File: config.mk
export PLATFORM = sky130hd
export DESIGN_NAME = usb_rx
export DESIGN_NICKNAME = d
export VERILOG_FILES = /design/src/rtl/usb_rx.sv
export SDC_FILE = /design/constraint.sdc
export NUM_CORES = 1
export LEC_CHECK = 0
export ABC_CLOCK_PERIOD_IN_PS = 3100
export CAP_MARGIN = 30
export CELL_PAD_IN_SITES_DETAIL_PLACEMENT = 0
export CELL_PAD_IN_SITES_GLOBAL_PLACEMENT = 1
export CORE_AREA = 2 2 70 72
export DETAILED_ROUTE_END_ITERATION = 16
export DIE_AREA = 0 0 72 74
export GPL_ROUTABILITY_DRIVEN = 0
export PLACE_DENSITY_LB_ADDON = 0.05
export SETUP_SLACK_MARGIN = 0.05
export SYNTH_ARGS = -nofsm -noshare
export SYNTH_HDL_FRONTEND = slang
export SYNTH_SLANG_ARGS = --single-unit
File: constraint.sdc
create_clock -name clk -period 3.1 [get_ports clk]
set_input_delay 0.465 -clock clk [delete_from_list [all_inputs] [get_ports clk]]
set_output_delay 0.465 -clock clk [all_outputs]
set_load 0.005 [all_outputs]
File: src/rtl/usb_rx.sv
// Full-speed USB receive front end: line synchronizer, DPLL bit recovery, NRZI
// decode, bit unstuffing, byte assembly and SE0 bus-reset detection.
module usb_rx #(
   parameter int CLKS_PER_BIT = 4,
   parameter int RESET_CYCLES = 120
) (
   input  logic       clk,
   input  logic       rst_n,
   input  logic       rx_dp,
   input  logic       rx_dm,
   output logic [7:0] rx_data,
   output logic       rx_valid,
   output logic       rx_active,
   output logic       rx_error,
   output logic       usb_reset
);
   localparam int PW = (CLKS_PER_BIT > 1) ? $clog2(CLKS_PER_BIT) : 1;
   localparam int RW = $clog2(RESET_CYCLES + 1);
   localparam logic [PW-1:0] PHASE_MID  = PW'(CLKS_PER_BIT / 2);
   localparam logic [PW-1:0] PHASE_LAST = PW'(CLKS_PER_BIT - 1);
   localparam logic [RW-1:0] SE0_MAX    = RW'(RESET_CYCLES);

   localparam logic [1:0] LS_SE0 = 2'b00;
   localparam logic [1:0] LS_K   = 2'b01;
   localparam logic [1:0] LS_J   = 2'b10;
   localparam logic [1:0] LS_SE1 = 2'b11;

   typedef enum logic [2:0] {IDLE, SYNC, DATA, EOP, ABORT} state_t;

   state_t        state, state_next;
   logic [1:0]    line_meta, line, line_q, prev;
   logic [PW-1:0] phase_q, phase;
   logic          strobe, decoded, line_jk;
   logic [2:0]    sync_cnt, ones, bit_cnt;
   logic          j_seen;
   logic [7:0]    shreg;
   logic [RW-1:0] se0_cnt;
   logic          take_bit, err_now;

   // NOTE: nothing may read line_meta except the second stage; it can be metastable.
   always_ff @(posedge clk or negedge rst_n) begin
      if (!rst_n) begin
         line_meta <= LS_J;
         line      <= LS_J;
         line_q    <= LS_J;
         phase_q   <= '0;
      end else begin
         line_meta <= {rx_dp, rx_dm};
         line      <= line_meta;
         line_q    <= line;
         phase_q   <= phase;
      end
   end

   // Phase is zero in the first cycle a new line state is visible, so the
   // strobe lands mid-bit even when the previous bit was a clock short or long.
   assign phase     = (line != line_q)        ? '0 :
                      (phase_q == PHASE_LAST) ? '0 : phase_q + 1'b1;
   assign strobe    = (phase == PHASE_MID);
   assign decoded   = (line == prev);
   assign line_jk   = (line == LS_J) || (line == LS_K);
   assign usb_reset = (se0_cnt == SE0_MAX) && (line == LS_SE0);
   assign rx_active = (state == DATA) || (state == EOP);

   always_ff @(posedge clk or negedge rst_n) begin
      if (!rst_n) state <= IDLE;
      else        state <= state_next;
   end

   // NOTE: every always_comb output gets a default first so no path infers a latch.
   always_comb begin
      state_next = state;
      take_bit   = 1'b0;
      err_now    = 1'b0;
      if (usb_reset) begin
         state_next = IDLE;
      end else if (strobe) begin
         case (state)
            IDLE: if (line == LS_K) state_next = SYNC;
            SYNC: begin
               if (line == LS_K && prev == LS_K)
                  state_next = DATA;
               else if (line == LS_SE0 || decoded || sync_cnt == 3'd7)
                  state_next = IDLE;
            end
            DATA: begin
               if (line == LS_SE0) begin
                  state_next = EOP;
                  err_now    = (bit_cnt != 3'd0);
               end else if (line == LS_SE1) begin
                  state_next = ABORT;
                  err_now    = 1'b1;
               end else if (ones == 3'd6) begin
                  if (decoded) begin
                     state_next = ABORT;
                     err_now    = 1'b1;
                  end
               end else begin
                  take_bit = 1'b1;
               end
            end
            EOP: begin
               if (line == LS_J)                        state_next = IDLE;
               else if (line == LS_K || line == LS_SE1) state_next = ABORT;
            end
            ABORT: if (line == LS_J && j_seen) state_next = IDLE;
            default: state_next = IDLE;
         endcase
      end
   end

   // NOTE: sequential state uses <= only, so every register sees pre-edge values.
   always_ff @(posedge clk or negedge rst_n) begin
      if (!rst_n) begin
         prev     <= LS_J;
         sync_cnt <= '0;
         ones     <= '0;
         bit_cnt  <= '0;
         j_seen   <= 1'b0;
         shreg    <= '0;
         rx_data  <= '0;
         rx_valid <= 1'b0;
         rx_error <= 1'b0;
         se0_cnt  <= '0;
      end else begin
         rx_valid <= 1'b0;
         rx_error <= err_now;

         if (line == LS_SE0) begin
            if (se0_cnt != SE0_MAX) se0_cnt <= se0_cnt + 1'b1;
         end else begin
            se0_cnt <= '0;
         end

         if (strobe) prev <= line;

         sync_cnt <= (state == SYNC) ? sync_cnt + {2'b00, strobe} : 3'd0;
         j_seen   <= (state != ABORT) ? 1'b0 :
                     strobe          ? (line == LS_J) : j_seen;

         // The trailing KK of SYNC already counts as the first one of a run.
         if (state == SYNC && state_next == DATA) begin
            ones    <= 3'd1;
            bit_cnt <= 3'd0;
         end else if (state == DATA && strobe && line_jk) begin
            ones <= decoded ? ones + 3'd1 : 3'd0;
         end

         if (take_bit) begin
            shreg   <= {decoded, shreg[7:1]};
            bit_cnt <= bit_cnt + 3'd1;
            if (bit_cnt == 3'd7) begin
               rx_data  <= {decoded, shreg[7:1]};
               rx_valid <= 1'b1;
            end
         end
      end
   end
endmodule

==> impl_metrics.csv, run 1 <==
group,metric,value,unit
power_and_ir_drop,comb_power_share,15.0,%
route,highest_layer,"met4",
setup_path,startpoint_type,"flip-flop",
sta,drv_slew,0,
layout,antenna_cells,0,
floorplanning,fp.dieW,72,µm
floorplanning,core_area,0.004598,mm²
route,met1_length,1958,µm
sta,finalHoldViolCount,0,
power_and_ir_drop,p_int,1003,µW
power_and_ir_drop,leakage,0.001219,µW
placed_design,place_hpwl,2970,µm
cts,numCtsBuffers,5,
yosys,synth-async-reset-ratio,100.0,%
yosys,yosysUniqueCellTypes,43,
layout,nNetsFinal,238,
layout,fill_cells,409,
cts,cts_buffer_depth,2,
power_and_ir_drop,p_per_area,530.2,mW/mm²
setup_path,worstPathMaxFanout,9,
cts,cts_tree,"done",
setup_path,cpMaxStageDelayCell,"clkdlybuf4s50_1",
cts,insertion_delay,0.29,ns
setup_path,reg2reg_depth,7,
sta,worst_pin_slew,0.3661,ns
grt,grt_first_pass_wirelength,7148,µm
floorplanning,ios,16,
yosys,muxShareOfSynthArea,7.389,%
grt,grt_max_degree,35,
yosys,yosys-top-cells-area,"dfrtp_1 (49%), ha_1 (7.9%), mux2_2 (5.6%)",
yosys,synth_warnings,0,
setup_path,cp_data_required_time,2.63,ns
min_path,hp-class,"primary input to async pin",
yosys,synth_simple_gate_area_share,17.77,%
power_and_ir_drop,ir_drop,0.4750,mV
route,wl_per_cell,14.85,µm
floorplanning,initial_core_util,48.24,%
yosys,synth_ff_type,"dfrtp_1",
yosys,synth_compound_area_share,7.163,%
yosys,synth_top_family_by_area,"simple AND/OR/NAND/NOR gates",
route,drc_errors,0,
grt,grt-ovfl-total,0,
cts,post-cts-setup-buffers,0,
route,wl_met3,77,µm
route,drt_iter0_drc,56,
floorplanning,die_area,0.005328,mm²
cts,cts-root-buf,"clkbuf_8",
grt,antenna_found_initial,0,
cts,cts.sinks,47,
floorplanning,num_rows,25,
sta,fmax,364.9,MHz
job,maxCapViolations,0,
power_and_ir_drop,power,1364,µW
sta,max_slew_margin,75.49,%
sta,setup_tns,0,ns
yosys,syn_nets,215,
power_and_ir_drop,pwr-share-clk,32.3,%
route,vias,1428,
cts,cts_hold_buf,0,
grt,grt_pass1_vias,1517,
cts,cts-resized-gates,0,
yosys,yosys.area.top_type_share,48.51,%
grt,track_usage,17.31,%
setup_path,critical_path.top_delay_family,"buffers and inverters",
yosys,seq_area_frac_synth,53.24,%
yosys,avgSynthCellArea,11.26,µm²
yosys,synth_edf_count,0,
placed_design,port_buffers,15,
yosys,yosysTopAreaCell,"dfrtp_1",
layout,syn_to_final_growth,15.96,%
yosys,mappedNetlistArea,0.002218,mm²
route,ant_nets,0,
setup_path,worstSetupPathType,"flip-flop to output port",
setup_path,critPathMaxStageDelay,0.54,ns
route,viasPerCell,5.193,
yosys,synthXorXnorAreaFrac,3.892,%
power_and_ir_drop,power_switching,360.9,µW
sta,post-route-min-period,2.741,ns
setup_path,endpoint_kind,"output port",
layout,layout-drive-gt1-share,16.74,%
sta,min_period_over_period,88.41,%
setup_path,cp.depth,5,
cts,htreeDepth,2,
route,dr_wl_met2,2005,µm
cts,path_clk_slew,0.09,ns
floorplanning,die_h,74,µm
route,totalWireLength,4083,µm
sta,setup_viol,0,
yosys,synth_seq_cells,47,
power_and_ir_drop,seqPwrFrac,52.8,%
sta,clock_skew,0.008107,ns
power_and_ir_drop,switching_share,26.46,%
setup_path,cp_num_buf_inv,3,
status,status,"finished clean",
yosys,synthAdderAreaFrac,7.896,%
route,drtPass1Iterations,4,
sta,rsz0062_at_grt,"no",
setup_path,worst-endpoint-arrival,2.28,ns
yosys,syn_inst,197,
setup_path,crit_chain,"inv_1 -> ha_2 -> clkinvlp_4 -> nor3_1 -> clkdlybuf4s50_1",
metrics by stage:
stage	cells	worst slack (ns)	utilization, %	instance area [µm²]	hold WS [ns]
6_report	275	0.3592	55.95	2572	0.06014
4_1_cts	275	0.1824	55.81	2566	0.06208
5_1_grt	275	0.1968	55.95	2572	0.06456
3_5_place_dp	267	0.5100	53.42	2456	0.3394
2_1_floorplan	197	1.078	-	2218	0.1694
3_3_place_gp	266	0.6017	52.98	2436	0.3479
placed cells by master, fill, tap and decap left out, types with 5 or more instances in the layout:
master	netlist	layout
o21ai_0	6	6
inv_1	10	10
a21oi_1	5	5
mux2_2	11	11
ha_1	14	13
and2_1	5	5
clkdlybuf4s50_1	0	14
nor2_1	12	12
nand2_1	24	24
clkbuf_8	0	5
nand3_1	6	6
dfrtp_1	43	43
synthesized netlist by cell type, types with 2 or more instances:
| library cell | instances |
|---|---|
| dfrtp_1 | 43 |
| nand2_1 | 24 |
| ha_1 | 14 |
| nor2_1 | 12 |
| mux2_2 | 11 |
| inv_1 | 10 |
| nand3_1 | 6 |
| o21ai_0 | 6 |
| a21oi_1 | 5 |
| and2_1 | 5 |
| dfstp_2 | 4 |
| mux2i_1 | 4 |
| nor3_1 | 4 |
| xnor2_1 | 4 |
| xor2_1 | 4 |
| and3_1 | 3 |
| nor2b_1 | 3 |
| nor3b_2 | 3 |
| a211oi_1 | 2 |
| a22o_1 | 2 |
| a31oi_1 | 2 |
| buf_2 | 2 |
| nor3b_1 | 2 |
| o21a_1 | 2 |
| or3_1 | 2 |
kinds of logic after synthesis:
kind of cell	count (synthesis)
compound gates	24
fa+ha+maj	14
flops	47
simple gates	74
buf+inv	14
mux	15
xor+xnor	9
registers in the layout (all words and copies together) (netlist names), 3 cells and up:
signal    cells
bit_cnt       3
ones          3
rx_data       8
se0_cnt       7
shreg         7
state         3
sync_cnt      3
metal layers:
layer / vias to the layer above / track usage [%]
met1: 697 / 23.42
met2: 10 / 28.50
met4: 0 / 5.031
li1: 716 / -
met5: - / 0
met3: 5 / 3.659
worst register-to-register path: stages (launching register included):
cell,delay (ns)
dfrtp_1,0.56
inv_1,0.14
ha_2,0.27
a211oi_1,0.28
nor2b_2,0.20
buf_4,0.19
nand2_2,0.17
mux2_2,0.32
final timing paths:
kind / from / endpoint / slack, ns
max: line[0]$_DFF_PN0_ / usb_reset / 0.36
min: rst_n / prev[0]$_DFFE_PN0N_ / 0.06
max reg2reg: line[0]$_DFF_PN0_ / rx_data[1]$_DFFE_PN0P_ / 0.87
min reg2reg: line_meta[0]$_DFF_PN0_ / line[0]$_DFF_PN0_ / 0.36
max in group asynchronous: rst_n / ones[0]$_DFFE_PN0P_ / 2.55
min in group clk: line_meta[0]$_DFF_PN0_ / line[0]$_DFF_PN0_ / 0.36
power groups by stage:
stage,Combinational [µW],Clock [µW],Sequential (µW)
6_report,204,440,719
3_5_place_dp,206,0,732
4_1_cts,207,453,719
5_1_grt,229,482,726
2_1_floorplan,143,0,715
3_3_place_gp,198,0,729
final cells by class:
cell class | instances | area, µm² | share of cell area (%)
clock buffers | 6 | 72.57 | 2.821
clock inverters | 2 | 37.54 | 1.459
inverters | 11 | 45.04 | 1.751
multi-input cells | 136 | 980.9 | 38.13
flip-flops and latches | 47 | 1181 | 45.91
well taps | 54 | 67.56 | 2.626
repair buffers | 19 | 187.7 | 7.296
Note: power is estimated with default switching activity, not from simulation.
==> inputs of run 2 (changes only) <==
--- a/config.mk
+++ b/config.mk
@@ -12,9 +12,9 @@
 export CORE_AREA = 2 2 70 72
 export DETAILED_ROUTE_END_ITERATION = 16
 export DIE_AREA = 0 0 72 74
-export GPL_ROUTABILITY_DRIVEN = 0
 export PLACE_DENSITY_LB_ADDON = 0.05
 export SETUP_SLACK_MARGIN = 0.05
+export SKIP_CTS_REPAIR_TIMING = 1
 export SYNTH_ARGS = -nofsm -noshare
 export SYNTH_HDL_FRONTEND = slang
 export SYNTH_SLANG_ARGS = --single-unit
==> constraint.sdc (replaced) <==
create_clock -name clk -period 3.1 [get_ports clk]
set_input_delay 0.465 -clock clk [delete_from_list [all_inputs] [get_ports clk]]
set_output_delay 0.465 -clock clk [all_outputs]
set_load 0.01 [all_outputs]
==> run 2 against run 1 <==
  * Clock skew increased by 0.00067 ns
  * Worst setup slack improved by 0.014 ns
  * Largest cell class unchanged
  * Largest power group unchanged
  * Maximum frequency increased by 0.51%
  * Clock power increased by 20%
  * Final cell count increased by 0.36%
  * Global-route usage decreased by 0.17 points
  * Core utilization increased by 0.68 points
  * Register-to-register slack got worse by 0.04 ns
  * Routed wire length increased by 1.2%
  * Total power increased by 6.9%
==> impl_metrics.csv, run 2 (synthesis results as in run 1) <==
group,metric,value,unit
setup_path,endpoint_kind,"output port",
layout,layout_commonest_cell,"dfrtp_1",
cts,path_clk_slew,0.09,ns
power_and_ir_drop,leakage,0.001244,µW
floorplanning,die_h,74,µm
setup_path,cp_num_buf_inv,3,
route,drtPass1Iterations,4,
sta,drv_slew,0,
sta,post-route-min-period,2.727,ns
sta,whs,0.1611,ns
job,maxCapViolations,0,
setup_path,critPathMaxStageDelay,0.58,ns
sta,clock_skew,0.008777,ns
route,totalWireLength,4133,µm
route,vias,1480,
setup_path,reg2reg_to,"rx_data[6]$_DFFE_PN0P_",
setup_path,crit_chain,"inv_1 -> ha_1 -> clkinv_1 -> nor3_1 -> clkdlybuf4s50_1",
layout,fin_util,56.63,%
setup_path,cp_data_required_time,2.63,ns
layout,reg.largest.list,"rx_data (8), se0_cnt (7), shreg (7)",
floorplanning,die_area,0.005328,mm²
sta,rsz0062_at_grt,"no",
route,ant_nets,0,
layout,layout-drive-gt1-share,16.22,%
sta,setup_tns,0,ns
layout,stdcell_area,0.002604,mm²
grt,grt_max_degree,25,
setup_path,cpMaxStageDelayCell,"clkdlybuf4s50_1",
sta,max_slew_margin,60.61,%
floorplanning,initial_core_util,48.24,%
setup_path,reg2reg_depth,8,
grt,grt_first_pass_wirelength,6948,µm
layout,regMostFlops,"rx_data",
grt,grt_pass1_vias,1523,
sta,setup_viol,0,
placed_design,gp_congestion,0.7913,
power_and_ir_drop,power,1458,µW
setup_path,reg2reg_from,"line[0]$_DFF_PN0_",
sta,worst_pin_slew,0.5909,ns
route,drc_errors,0,
cts,htreeDepth,2,
setup_path,critical_path.top_delay_family,"buffers and inverters",
layout,final_cell_mix,"dfrtp_1 (43), nand2_1 (24), ha_1 (14), clkdlybuf4s50_1 (14), nor2_1 (12)",
placed_design,port_buffers,15,
setup_path,worst-endpoint-arrival,2.26,ns
setup_path,rrSetupSlack,0.83,ns
floorplanning,num_rows,25,
floorplanning,core_area,0.004598,mm²
layout,antenna_cells,0,
setup_path,worstPathMaxFanout,9,
power_and_ir_drop,ir_drop,0.2600,mV
setup_path,worstSetupPathType,"flip-flop to output port",
layout,nNetsFinal,239,
placed_design,place_hpwl,2994,µm
route,wl_per_cell,14.97,µm
cts,numCtsBuffers,5,
sta,min_period_over_period,87.97,%
layout,largest_reg_flops,8,
power_and_ir_drop,p_per_area,560.1,mW/mm²
min_path,hp-class,"primary input to async pin",
cts,cts_buffer_depth,2,
cts,cts-root-buf,"clkbuf_8",
layout,syn_to_final_growth,17.37,%
status,status,"finished clean",
grt,antenna_found_initial,0,
route,viasPerCell,5.362,
grt,grt-ovfl-total,0,
floorplanning,fp.dieW,72,µm
cts,cts.sinks,47,
placed_design,placed_cell_area,0.002471,mm²
floorplanning,ios,16,
sta,finalHoldViolCount,0,
cts,cts_tree,"done",
route,drt_iter0_drc,60,
grt,track_usage,17.14,%
layout,fill_cells,407,
cts,insertion_delay,0.30,ns
sta,fmax,366.7,MHz
setup_path,startpoint_type,"flip-flop",
-- run 2: layout make-up --
type	count	area [µm²]	share of cell area (%)
tap	54	67.56	2.595
clock inverter	2	60.06	2.307
inverter	11	41.29	1.586
multi-input combinational	136	978.4	37.58
sequential	47	1181	45.36
clock buffer	6	72.57	2.787
timing repair buffer	20	202.7	7.785
-- run 2: where the power goes --
group | internal, µW | leakage (µW) | switching (µW) | total [µW]
Clock | 322 | 0.0000654 | 206 | 528
Combinational | 104 | 0.000551 | 104 | 208
Sequential | 660 | 0.000628 | 62.9 | 722
-- run 2: how the worst max path moves through the flow --
stage	endpoint	startpoint	cells after the start
after CTS	usb_reset	line[0]$_DFF_PN0_	5
after global routing	usb_reset	line[0]$_DFF_PN0_	5
final	usb_reset	line[0]$_DFF_PN0_	5
after floorplan	ones[0]$_DFFE_PN0P_	line[0]$_DFF_PN0_	7
after detailed placement	usb_reset	line[0]$_DFF_PN0_	5
after global placement	usb_reset	line[0]$_DFF_PN0_	5
-- run 2: through the flow --
stage	cells	setup WS, ns
after global placement	267	0.7160
final	276	0.3730
after floorplan	197	0.9581
after detailed placement	268	0.6916
after global routing	276	0.2058
after CTS	276	0.3514
-- run 2: per-layer routing --
layer / vias up / global-route usage [%] / routed length [µm]
met5: - / 0 / 0
met4: 0 / 6.918 / 71
met3: 8 / 4.201 / 117
met2: 20 / 28.29 / 2011
met1: 733 / 21.92 / 1933
li1: 719 / - / -
